## src/rtl/dmem_arbiter.sv

```systemverilog
`default_nettype none
// ============================================================================
// Module  : dmem_arbiter
// Brief   : Data-memory arbiter for core, RAS spill/fill engine and loader,
//           with starvation-forced grants for the two secondary ports.
// Revision: 1.0
// ============================================================================
module dmem_arbiter #(
    parameter int unsigned STARVE_LIMIT = 8
) (
    input  logic        clk,
    input  logic        rst,
    input  logic        core_req,
    input  logic        core_we,
    input  logic [31:0] core_addr,
    input  logic [31:0] core_din,
    input  logic [3:0]  core_be,
    output logic        core_hold,
    input  logic        ras_req,
    input  logic        ras_we,
    input  logic [31:0] ras_addr,
    input  logic [31:0] ras_din,
    input  logic        ldr_req,
    input  logic        ldr_we,
    input  logic [31:0] ldr_addr,
    input  logic [31:0] ldr_din,
    output logic        ras_gnt,
    output logic        ldr_gnt,
    output logic        core_rvalid,
    output logic        ras_rvalid,
    output logic        ldr_rvalid,
    output logic [31:0] rdata,
    output logic        mem_en,
    output logic [3:0]  mem_we,
    output logic [31:0] mem_addr,
    output logic [31:0] mem_din,
    input  logic [31:0] mem_dout
);

    localparam logic [7:0] C_LIMIT   = 8'(STARVE_LIMIT);
    localparam logic       C_SEL_RAS = 1'b0;
    localparam logic       C_SEL_LDR = 1'b1;

    typedef enum logic [0:0] {
        ST_NORMAL = 1'b0,
        ST_FORCE  = 1'b1
    } state_t;

    state_t     r_state;
    logic       r_force_sel;
    logic       r_last_forced;
    logic [7:0] r_ras_cnt;
    logic [7:0] r_ldr_cnt;
    logic       r_core_rvalid;
    logic       r_ras_rvalid;
    logic       r_ldr_rvalid;

    logic       w_core_gnt;
    logic       w_ras_gnt;
    logic       w_ldr_gnt;
    logic [7:0] w_ras_cnt_nxt;
    logic [7:0] w_ldr_cnt_nxt;
    logic       w_ras_starved;
    logic       w_ldr_starved;
    logic       w_force_pick;

    // Grant selection; a forced cycle never falls back to another port.
    always_comb begin
        w_core_gnt = 1'b0;
        w_ras_gnt  = 1'b0;
        w_ldr_gnt  = 1'b0;
        if (!rst) begin
            if (r_state == ST_FORCE) begin
                if (r_force_sel == C_SEL_LDR) begin
                    w_ldr_gnt = ldr_req;
                end else begin
                    w_ras_gnt = ras_req;
                end
            end else if (core_req) begin
                w_core_gnt = 1'b1;
            end else if (ras_req) begin
                w_ras_gnt = 1'b1;
            end else if (ldr_req) begin
                w_ldr_gnt = 1'b1;
            end
        end
    end

    always_comb begin
        w_ras_cnt_nxt = 8'd0;
        w_ldr_cnt_nxt = 8'd0;
        if (ras_req && !w_ras_gnt) begin
            w_ras_cnt_nxt = (r_ras_cnt >= C_LIMIT) ? C_LIMIT : r_ras_cnt + 8'd1;
        end
        if (ldr_req && !w_ldr_gnt) begin
            w_ldr_cnt_nxt = (r_ldr_cnt >= C_LIMIT) ? C_LIMIT : r_ldr_cnt + 8'd1;
        end
    end

    // Looking at the next counter value lets the forced grant land on the
    // cycle right after the limit-th wait.
    assign w_ras_starved = (w_ras_cnt_nxt == C_LIMIT);
    assign w_ldr_starved = (w_ldr_cnt_nxt == C_LIMIT);

    always_comb begin
        w_force_pick = C_SEL_RAS;
        if (w_ras_starved && w_ldr_starved) begin
            w_force_pick = ~r_last_forced;
        end else if (w_ldr_starved) begin
            w_force_pick = C_SEL_LDR;
        end
    end

    always_ff @(posedge clk) begin
        if (rst) begin
            r_state       <= ST_NORMAL;
            r_force_sel   <= C_SEL_RAS;
            r_last_forced <= C_SEL_LDR;
            r_ras_cnt     <= 8'd0;
            r_ldr_cnt     <= 8'd0;
        end else begin
            r_ras_cnt <= w_ras_cnt_nxt;
            r_ldr_cnt <= w_ldr_cnt_nxt;
            case (r_state)
                ST_NORMAL: begin
                    if (w_ras_starved || w_ldr_starved) begin
                        r_state       <= ST_FORCE;
                        r_force_sel   <= w_force_pick;
                        r_last_forced <= w_force_pick;
                    end
                end
                ST_FORCE: begin
                    r_state <= ST_NORMAL;
                end
                default: begin
                    r_state <= ST_NORMAL;
                end
            endcase
        end
    end

    always_ff @(posedge clk) begin
        if (rst) begin
            r_core_rvalid <= 1'b0;
            r_ras_rvalid  <= 1'b0;
            r_ldr_rvalid  <= 1'b0;
        end else begin
            r_core_rvalid <= w_core_gnt & ~core_we;
            r_ras_rvalid  <= w_ras_gnt & ~ras_we;
            r_ldr_rvalid  <= w_ldr_gnt & ~ldr_we;
        end
    end

    always_comb begin
        mem_addr = 32'd0;
        mem_din  = 32'd0;
        mem_we   = 4'd0;
        if (w_core_gnt) begin
            mem_addr = core_addr;
            mem_din  = core_din;
            mem_we   = core_be & {4{core_we}};
        end else if (w_ras_gnt) begin
            mem_addr = ras_addr;
            mem_din  = ras_din;
            mem_we   = {4{ras_we}};
        end else if (w_ldr_gnt) begin
            mem_addr = ldr_addr;
            mem_din  = ldr_din;
            mem_we   = {4{ldr_we}};
        end
    end

    assign mem_en      = w_core_gnt | w_ras_gnt | w_ldr_gnt;
    assign ras_gnt     = w_ras_gnt;
    assign ldr_gnt     = w_ldr_gnt;
    assign core_hold   = core_req & ~w_core_gnt & ~rst;
    // A pulse launched just before reset must not escape during reset.
    assign core_rvalid = r_core_rvalid & ~rst;
    assign ras_rvalid  = r_ras_rvalid & ~rst;
    assign ldr_rvalid  = r_ldr_rvalid & ~rst;
    assign rdata       = mem_dout;

endmodule
`default_nettype wire

```

## config.mk

```make
export PLATFORM = sky130hd
export DESIGN_NAME = dmem_arbiter
export DESIGN_NICKNAME = d
export VERILOG_FILES = /design/src/rtl/dmem_arbiter.sv
export SDC_FILE = /design/constraint.sdc
export NUM_CORES = 1
export LEC_CHECK = 0
export BUFFER_PORTS_ARGS = -buffer_cell sky130_fd_sc_hd__buf_4
export CAP_MARGIN = 5
export CORE_AREA = 2 2 134 136
export CTS_BUF_LIST = sky130_fd_sc_hd__clkbuf_16
export DETAILED_ROUTE_END_ITERATION = 12
export DIE_AREA = 0 0 136 138
export PLACE_DENSITY = 0.42
export SLEW_MARGIN = 10
export SYNTH_ARGS = -nofsm -noshare
export SYNTH_HDL_FRONTEND = slang
export SYNTH_SLANG_ARGS = --single-unit
```

## constraint.sdc

```tcl
create_clock -name clk -period 2.9 [get_ports clk]
set_clock_uncertainty 0.15 [all_clocks]
set_input_delay 0.29 -clock clk [delete_from_list [all_inputs] [get_ports clk]]
set_output_delay 0.29 -clock clk [all_outputs]
set_load 0.005 [all_outputs]
```

# Word level (Yosys, flattened, before mapping)
# Cells that the tools add are included.
[totals] regBits=22
[classes] n_addsub=2 muxes=31 n_eq_ne=2 magnitude_cmp=2 n_bitwise=18 n_reduce_logical=7
[ops] cell="32-bit 2-to-1 mux" n=6
[ops] cell="8-bit 2-to-1 mux" n=4
[ops] cell="1-bit 2-to-1 mux" n=17
[ops] cell="8-bit by 1-bit adder with 8-bit output, second input constant" n=2
[ops] cell="8-bit by 4-bit equality test with 1-bit output, second input constant" n=2
[ops] cell="8-bit by 4-bit greater-or-equal comparator with 1-bit output, second input constant" n=2
[ops] cell="4-bit 2-to-1 mux" n=3
[ops] cell="1-bit AND" n=8
[ops] cell="1-bit NOT" n=7
[ops] cell="4-bit AND" n=1
[ops] cell="1-bit logical AND" n=3
[ops] cell="1-bit zero test" n=2
[ops] cell="1-bit bitwise OR" n=2
[ops] cell="1-bit case mux with 2 select lines" n=1
[ops] cell="2-bit AND reduction" n=1
[ops] cell="1-bit logical OR" n=1

# Longest topological paths before layout
# Gate-level depths: netlist (run 1).
[depth] ltp_word=12 depth_mapped=8

# Least setup slack after synthesis (run 1)
# No wires, ideal clock.
[synth_timing] path_type="register -> output" startpoint="register r_state" endpoint="output mem_addr[10]" path_buffers=3 arrival_ns=1.452 stages_incl_launch_ff=8 slack_ns=1.008 cell_sequence="dfxtp_1 > buf_2 > o31a_1 > nor2_1 > buf_2 > buf_2 > nand2_1 > nand2_1"
[synth_between] elab_chain_cells=5
[synth_lines] item="from (decl)" line="49" source="state_t r_state;"
[synth_lines] item="from (signal assigned)" line="116" source="r_state <= ST_NORMAL;"
[synth_lines] item="from (signal assigned)" line="127" source="r_state <= ST_FORCE;"
[synth_lines] item="from (signal assigned)" line="133" source="r_state <= ST_NORMAL;"
[synth_lines] item="1-bit 2-to-1 mux" line="73" source="if (r_state == ST_FORCE) begin"
[synth_lines] item="1-bit 2-to-1 mux" line="72" source="if (!rst) begin"
[synth_lines] item="32-bit 2-to-1 mux" line="166" source="end else if (w_ldr_gnt) begin"
[synth_lines] item="32-bit 2-to-1 mux" line="162" source="end else if (w_ras_gnt) begin"
[synth_lines] item="32-bit 2-to-1 mux (*)" line="158" source="if (w_core_gnt) begin"
[synth_lines] item="to (decl)" line="35" source="output logic [31:0] mem_addr,"
# Every way passes the cells marked *; elsewhere a longest branch is shown, timed or not.

# Worst setup path after layout (run 1)
[layout_timing] startpoint="register r_state" endpoint="output mem_din[1]"
[layout_between] elab_chain_cells=5
[layout_lines] item="1-bit 2-to-1 mux" line="73"
[layout_lines] item="1-bit 2-to-1 mux" line="72"
[layout_lines] item="32-bit 2-to-1 mux" line="166"
[layout_lines] item="32-bit 2-to-1 mux" line="162"
[layout_lines] item="32-bit 2-to-1 mux (*)" line="158"
[layout_lines] item="to (decl)" line="36" source="output logic [31:0] mem_din,"
# Marked as above.

==> flow_summary.toml, run 1 <==
[run_status]
status = "finished clean"

[cts]
clock_sinks = 22
cts_buffers = 3
max-clock-path-buffers = 2
clock_latency_ns = 0.26
path_clk_slew_ns = 0.06
cts_setup_buffers = 0
clockRootBuffer = "clkbuf_16"
htreeDepth = 1
post_cts_resized = 0
cts_tree = "built"
cts.hold.buffers_added = 0

[grt]
grt_max_degree = 41
grt_overflow = 0
antenna_found_initial = 0
grt_usage_pct = 11.1
first_global_vias = 3087
grt_pass1_wl_um = 16500

[synth]
ys_seq_elements = 22
synth_top_cell_area_share_pct = 20.3
synth_seq_area_share_pct = 20.3
synth-edff-count = 0
netlist_instances = 305
ys_types = 38
syn_area_sq_um = 2170
synth.largest_area_cell = "dfxtp_1"
syn_avg_cell_area_sq_um = 7.11
ys_async_sr_fraction_pct = 0
yosysWarnings = 0
synth.area.top_cells = "dfxtp_1 20%, a222oi_1 14%, nand2_1 12%, buf_4 12%, a22oi_1 12%"
synthFlopType = "dfxtp_1"

[setup_path]
critPathArrivalTime_ns = 2.35
crit_start = "r_state$_SDFF_PP0_"
worstSetupPathType = "reg2out"
r2r-end = "r_last_forced$_SDFFE_PP1P_"
worstSetupEndpointType = "output port"
reg2reg_depth = 5
cp.required_ns = 2.46
rrSetupSlack_ns = 1.05
start_kind = "flip-flop"
crit_end = "mem_din[1]"
worstReg2RegStart = "r_ldr_cnt[5]$_SDFF_PP0_"
crit_fanout = 35

[floorplanning]
io_pins = 343
die_height_um = 138
initial_core_util_pct = 12.4
dieArea_sq_um = 18800
core_sq_um = 17500
rows = 49
die_x_um = 136

[sta]
min_period_over_period_pct = 96.1
relSlewSlack_pct = 61.9
worst_pin_slew_ns = 0.572
rsz0062_at_grt = "false"
final.setup.tns_ns = 0
slew_viol_final = 0
hold_viol = 0
finalSetupViolCount = 0
hold_slack_ns = 0.0685
max_clock_freq_mhz = 359
timing.final.crit_period_ns = 2.79

[power_and_ir_drop]
max-vdd-ir-drop_mv = 0.170
power_leakage_uw = 0.00242
powerDensity_nw_per_um2 = 285

[finish]
num-nets-final = 786
final_common_cell = "buf_4"
diodes = 0
mostFrequentLayoutCells = "283 x buf_4, 71 x nand2_1, 36 x inv_1"
syn_to_final_growth_pct = 103
instances_no_fill = 774
drive_gt1_share_pct = 55.0

[place]
placed_cells = 770
io_buffers = 278
place_congestion = 0.930
hpwlAfterDp_um = 9500

[route]
vias_per_cell = 4.17
ant_nets = 0
post_drt_wl_per_cell_um = 14.9
drt_iter0_markers = 242
wl_um = 11500
drc = 0
vias = 3225
dr.pass1.iters = 7

[min_path]
hold_class = "in2reg"

[run]
drv_cap = 0
-- power breakdown --
group          switching, uW  internal, uW
clock network            110           274
registers               7.41           316
logic                    203           344
-- cells in the mapped netlist, drive strengths merged, types with 2 or more instances --
master,instances
clkbuf,12
nand2b,2
nor2b,6
ha,4
nor2,8
and3,2
dfxtp,22
a31o,4
a222oi,30
a311o,2
nor4,2
nor3,3
xnor2,2
inv,37
buf,43
a22oi,34
nand3,4
or4,2
nand2,71
-- critical path, cell delays in order, from the launching register on --
cell and delay, ns:
dfxtp_1 0.48, nand2_1 0.12, nand3_1 0.27, inv_2 0.06, buf_4 0.25, a222oi_1 0.61, inv_1 0.11, buf_4 0.16
-- final cells by class --
| type | instances | area [sq um] |
|---|---|---|
| flip-flops and latches | 22 | 440 |
| well taps | 229 | 287 |
| inverters | 37 | 139 |
| fillers | 1942 | 13100 |
| repair buffers | 284 | 2140 |
| clock buffers | 3 | 75.1 |
| clock inverters | 1 | 30.0 |
| multi-input cells | 198 | 1280 |
-- how the worst min path moves through the flow --
stage | start | endpoint | slack [ns] | cells past startpoint
after floorplan | core_we | r_core_rvalid$_SDFF_PP0_ | 0.21 | 1
after global placement | r_ras_cnt[0]$_SDFF_PP0_ | r_ras_cnt[0]$_SDFF_PP0_ | 0.30 | 1
after detailed placement | r_ras_cnt[0]$_SDFF_PP0_ | r_ras_cnt[0]$_SDFF_PP0_ | 0.30 | 1
after CTS | ldr_we | r_ldr_rvalid$_SDFF_PP0_ | 0.07 | 2
after global routing | ldr_we | r_ldr_rvalid$_SDFF_PP0_ | 0.07 | 2
final | ldr_we | r_ldr_rvalid$_SDFF_PP0_ | 0.07 | 2
-- stage by stage --
| stage | setup WS (ns) | cell area, sq um | utilization [%] | total power (uW) |
|---|---|---|---|---|
| global placement | 0.473 | 4290 | 24.5 | 879 |
| CTS | 0.140 | 4400 | 25.1 | 1270 |
| floorplan | 1.01 | 2190 | - | 532 |
| finish | 0.112 | 4400 | 25.1 | 1250 |
| global route | 0.0246 | 4400 | 25.1 | 1330 |
| detailed placement | 0.432 | 4290 | 24.5 | 880 |
-- flip-flops by register name, indices dropped and copies added (netlist names) --
| signal | cells |
|---|---|
| r_ras_cnt | 8 |
| r_force_sel | 1 |
| r_ras_rvalid | 1 |
| r_ldr_cnt | 8 |
| r_last_forced | 1 |
| r_state | 1 |
| r_ldr_rvalid | 1 |
| r_core_rvalid | 1 |
-- cell families (layout without fill, tap and decap cells) --
| family | count (synthesis) | count (layout) | synth area share (%) |
|---|---|---|---|
| simple gates | 105 | 105 | 22.0 |
| buf+inv | 92 | 325 | 22.5 |
| compound gates | 79 | 79 | 31.9 |
| xor+xnor | 2 | 2 | 0.808 |
| other cells | 1 | 8 | 0.173 |
| fa+ha+maj | 4 | 4 | 2.31 |
| flops | 22 | 22 | 20.3 |
-- per-layer routing --
metal	up-vias	GRT usage [%]	part of all wire (%)
li1	1543	-	-
met1	1436	12.4	37
met3	15	1.65	10
met2	231	21.5	52
met4	0	2.41	1.4
met5	-	0	0
Note: power is estimated with default switching activity, not from simulation.
==> inputs of run 2 (changes only) <==
--- a/config.mk
+++ b/config.mk
@@ -12,6 +12,7 @@
 export DETAILED_ROUTE_END_ITERATION = 12
 export DIE_AREA = 0 0 136 138
 export PLACE_DENSITY = 0.42
+export SKIP_CTS_REPAIR_TIMING = 1
 export SLEW_MARGIN = 10
 export SYNTH_ARGS = -nofsm -noshare
 export SYNTH_HDL_FRONTEND = slang
==> constraint.sdc (replaced) <==
create_clock -name clk -period 2.9 [get_ports clk]
set_clock_uncertainty 0.15 [all_clocks]
set_input_delay 0.29 -clock clk [delete_from_list [all_inputs] [get_ports clk]]
set_output_delay 0.29 -clock clk [all_outputs]
set_load 0.01 [all_outputs]
==> flow_summary.toml, run 2 (synthesized netlist as in run 1, its figures left out) <==
[finish]
final_common_cell = "buf_4"
fill_cells = 1932
syn_to_final_growth_pct = 105
diodes = 0
mostFrequentLayoutCells = "280 x buf_4, 71 x nand2_1, 36 x inv_1"
multiInputGateArea_sq_um = 1280
reg.largest.list = "r_ldr_cnt (8), r_ras_cnt (8)"
seq_area_sq_um = 440
drive_gt1_share_pct = 55.2
utilization_pct = 25.3
num-nets-final = 786

[cts]
cts_buffers = 3
path_clk_slew_ns = 0.06
clockRootBuffer = "clkbuf_16"
clock_sinks = 22
htreeDepth = 1
cts_tree = "built"
max-clock-path-buffers = 2
clock_latency_ns = 0.25

[setup_path]
cpLargestDelayFamily = "buffers and inverters"
r2r-end = "r_last_forced$_SDFFE_PP1P_"
cpMaxStageDelayCell = "dfxtp_1"
start_kind = "flip-flop"
cp.buffers_inverters = 4
cp.depth = 7
crit_path_cell_trace = "nand2_1, nand3_2, inv_2, buf_12, a222oi_1, inv_1, buf_4"
worstSetupPathType = "reg2out"
rrSetupSlack_ns = 1.04
crit_end = "mem_din[10]"
crit_start = "r_state$_SDFF_PP0_"
critPathArrivalTime_ns = 2.14
cpPeakStageDelay_ns = 0.49
worstSetupEndpointType = "output port"
reg2reg_depth = 5
worstReg2RegStart = "r_ldr_cnt[5]$_SDFF_PP0_"
crit_fanout = 32
cp.required_ns = 2.46

[run_status]
status = "finished clean"

[run]
drv_cap = 0

[sta]
max_clock_freq_mhz = 388
rsz0062_at_grt = "false"
slew_viol_final = 0
finalSetupViolCount = 0
hold_viol = 0
setup_slack_ns = 0.322
final.setup.tns_ns = 0
min_period_over_period_pct = 88.9
timing.final.crit_period_ns = 2.58

[power_and_ir_drop]
power_leakage_uw = 0.00243
powerDensity_nw_per_um2 = 292
max-vdd-ir-drop_mv = 0.173

[grt]
grt_pass1_wl_um = 16700
grt_max_degree = 51
grt_overflow = 0
grt_usage_pct = 11.1
antenna_found_initial = 0
first_global_vias = 3210

[route]
ant_nets = 0
post_drt_wl_per_cell_um = 15.2
dr.pass1.iters = 8
vias_per_cell = 4.10
wl_um = 11700
drt_iter0_markers = 219
drc = 0
vias = 3176

[floorplanning]
rows = 49
initial_core_util_pct = 12.4
die_x_um = 136
io_pins = 343
dieArea_sq_um = 18800
die_height_um = 138
core_sq_um = 17500

[place]
post-place-ws_ns = 0.444
hpwlAfterDp_um = 9620
place_congestion = 0.936
io_buffers = 278

[min_path]
hold_class = "in2reg"
==> run 2: cell counts in the layout (fill, tap and decap cells not counted) <==
No cell type changed its count.
==> run 2: worst min path at each step <==
stage	startpoint	to	slack (ns)	depth (start not counted)
after global routing	ldr_we	r_ldr_rvalid$_SDFF_PP0_	0.08	2
after CTS	ldr_we	r_ldr_rvalid$_SDFF_PP0_	0.08	2
after global placement	r_ras_cnt[0]$_SDFF_PP0_	r_ras_cnt[0]$_SDFF_PP0_	0.30	1
after detailed placement	r_ras_cnt[0]$_SDFF_PP0_	r_ras_cnt[0]$_SDFF_PP0_	0.30	1
after floorplan	core_we	r_core_rvalid$_SDFF_PP0_	0.21	1
final	ldr_we	r_ldr_rvalid$_SDFF_PP0_	0.07	2
==> run 2: through the flow <==
step / hold WS (ns) / power [uW] / cell area [sq um] / instances
floorplan: 0.212 / 575 / 2190 / 312
global placement: 0.298 / 923 / 4330 / 770
detailed placement: 0.302 / 924 / 4330 / 770
CTS: 0.0776 / 1310 / 4430 / 774
global route: 0.0800 / 1370 / 4440 / 774
finish: 0.0723 / 1290 / 4440 / 774
==> run 2: power by group <==
| group | total (uW) | internal (uW) | switching, uW |
|---|---|---|---|
| sequential | 323 | 316 | 7.69 |
| combinational | 590 | 353 | 237 |
| clock | 381 | 274 | 107 |
| total | 1290 | 942 | 352 |
==> run 2: layer usage <==
metal  routed length, um  share of wire (%)  up-vias  global-route usage, %
li1                    -                  -     1539                      -
met1                4440                 38     1438                   12.5
met2                6110                 52      191                   21.6
met3                1120                9.5        8                   2.24
met4                  73               0.62        0                   1.70
met5                   0                  0        -                      0
==> run 2: cell type report <==
| type | count | area share [%] |
|---|---|---|
| well taps | 229 | 6.46 |
| flip-flops and latches | 22 | 9.92 |
| clock buffers | 3 | 1.69 |
| repair buffers | 284 | 49.2 |
| clock inverters | 1 | 0.677 |
| multi-input cells | 198 | 29.0 |
| inverters | 37 | 3.13 |
==> inputs of run 3 (changes only) <==
--- a/config.mk
+++ b/config.mk
@@ -11,7 +11,7 @@
 export CTS_BUF_LIST = sky130_fd_sc_hd__clkbuf_16
 export DETAILED_ROUTE_END_ITERATION = 12
 export DIE_AREA = 0 0 136 138
-export PLACE_DENSITY = 0.42
+export PLACE_DENSITY = 0.46
 export SKIP_CTS_REPAIR_TIMING = 1
 export SLEW_MARGIN = 10
 export SYNTH_ARGS = -nofsm -noshare
==> flow_summary.toml, run 3 (synthesized netlist as in run 1, its figures left out) <==
[run_status]
status = "finished clean"

[floorplanning]
core_sq_um = 17500
rows = 49
initial_core_util_pct = 12.4
io_pins = 343
die_height_um = 138
dieArea_sq_um = 18800
die_x_um = 136

[grt]
grt_usage_pct = 11.6
first_global_vias = 3229
grt_pass1_wl_um = 17200
antenna_found_initial = 0
grt_overflow = 0
grt_max_degree = 70

[setup_path]
cpLargestDelayFamily = "buffers and inverters"
worstSetupEndpointType = "output port"
start_kind = "flip-flop"
cp.buffers_inverters = 4
crit_path_cell_trace = "nand2_1, nand3_1, inv_2, buf_4, a222oi_1, inv_1, buf_4"
cp.required_ns = 2.46
critPathArrivalTime_ns = 2.10
reg2reg_depth = 5
cpMaxStageDelayCell = "dfxtp_1"
cpPeakStageDelay_ns = 0.47
worstSetupPathType = "reg2out"
timing.critical_path.mode_cell = "buf_4"
crit_fanout = 32
cp.depth = 7

[sta]
hold_viol = 0
finalSetupViolCount = 0
min_period_over_period_pct = 87.5
final.setup.tns_ns = 0
setup_slack_ns = 0.363
rsz0062_at_grt = "false"
timing.final.crit_period_ns = 2.54
max_clock_freq_mhz = 394
slew_viol_final = 0
hold_slack_ns = 0.0634

[finish]
drive_gt1_share_pct = 55.0
diodes = 0
instances_no_fill = 773
reg.largest.list = "r_ldr_cnt (8), r_ras_cnt (8)"
multiInputGateArea_sq_um = 1280
seq_area_sq_um = 440
fill_cells = 1932
num-nets-final = 785
mostFrequentLayoutCells = "282 x buf_4, 71 x nand2_1, 36 x inv_1"
final_common_cell = "buf_4"
syn_to_final_growth_pct = 102

[place]
placed_cells = 769
place_congestion = 0.811
hpwlAfterDp_um = 9990
io_buffers = 278
post-place-ws_ns = 0.592

[route]
wl_um = 12000
drc = 0
vias = 3273
ant_nets = 0
post_drt_wl_per_cell_um = 15.5
vias_per_cell = 4.23
dr.pass1.iters = 7
drt_iter0_markers = 215

[min_path]
hold_class = "in2reg"
min_delay_path_depth = 2

[power_and_ir_drop]
power_leakage_uw = 0.00241
total_power_uw = 1300
max-vdd-ir-drop_mv = 0.210
powerDensity_nw_per_um2 = 295

[run]
drv_cap = 0

[cts]
path_clk_slew_ns = 0.06
clockRootBuffer = "clkbuf_16"
clock_latency_ns = 0.26
clock_sinks = 22
cts_tree = "built"
max-clock-path-buffers = 2
cts_buffers = 3
htreeDepth = 1
run 3: cell count changes in the layout (fill, tap and decap cells not counted):
cell / change
buf_12: -3
nand3_2: -1
nand3_1: +1
buf_4: +2
run 3: where the power goes:
group / total [uW] / internal, uW / switching, uW
sequential: 323 / 316 / 7.87
clock: 389 / 274 / 115
combinational: 584 / 346 / 238
total: 1300 / 936 / 360
run 3: worst paths after layout:
kind | endpoint | startpoint | slack (ns)
worst min-delay path | r_ras_rvalid$_SDFF_PP0_ | ras_we | 0.06
worst max register to register | r_last_forced$_SDFFE_PP1P_ | r_ldr_cnt[5]$_SDFF_PP0_ | 1.02
worst max-delay path | mem_din[26] | r_state$_SDFF_PP0_ | 0.36
worst min register to register | r_ras_cnt[0]$_SDFF_PP0_ | r_ras_cnt[0]$_SDFF_PP0_ | 0.32
run 3: per-layer routing:
layer	part of all wire, %	vias up	global-route usage (%)	wire (um)
met3	12	11	2.42	1420
li1	-	1536	-	-
met4	1.1	0	2.41	130
met5	0	-	0	0
met1	34	1481	12.6	4070
met2	53	245	22.6	6360
run 3: cell type report:
class	count	area share (%)
Timing Repair Buffer	283	48.7
Sequential cell	22	10.0
Clock inverter	1	0.684
Clock buffer	3	1.71
Tap cell	229	6.53
Multi-Input combinational cell	198	29.2
Inverter	37	3.17
run 3: worst reg2reg max path, stage by stage, from the launching register on:
cell     delay [ns]
dfxtp_1        0.30
or4_4          0.53
a311o_1        0.39
nand3_2        0.11
nor2_1         0.04
a211o_1        0.25
run 3: through the flow:
| step | util, % | cell area, sq um |
|---|---|---|
| final | 25.0 | 4390 |
| after global routing | 25.0 | 4390 |
| after CTS | 25.0 | 4390 |
| after detailed placement | 24.4 | 4280 |
| after global placement | 24.4 | 4280 |
| after floorplan | - | 2190 |
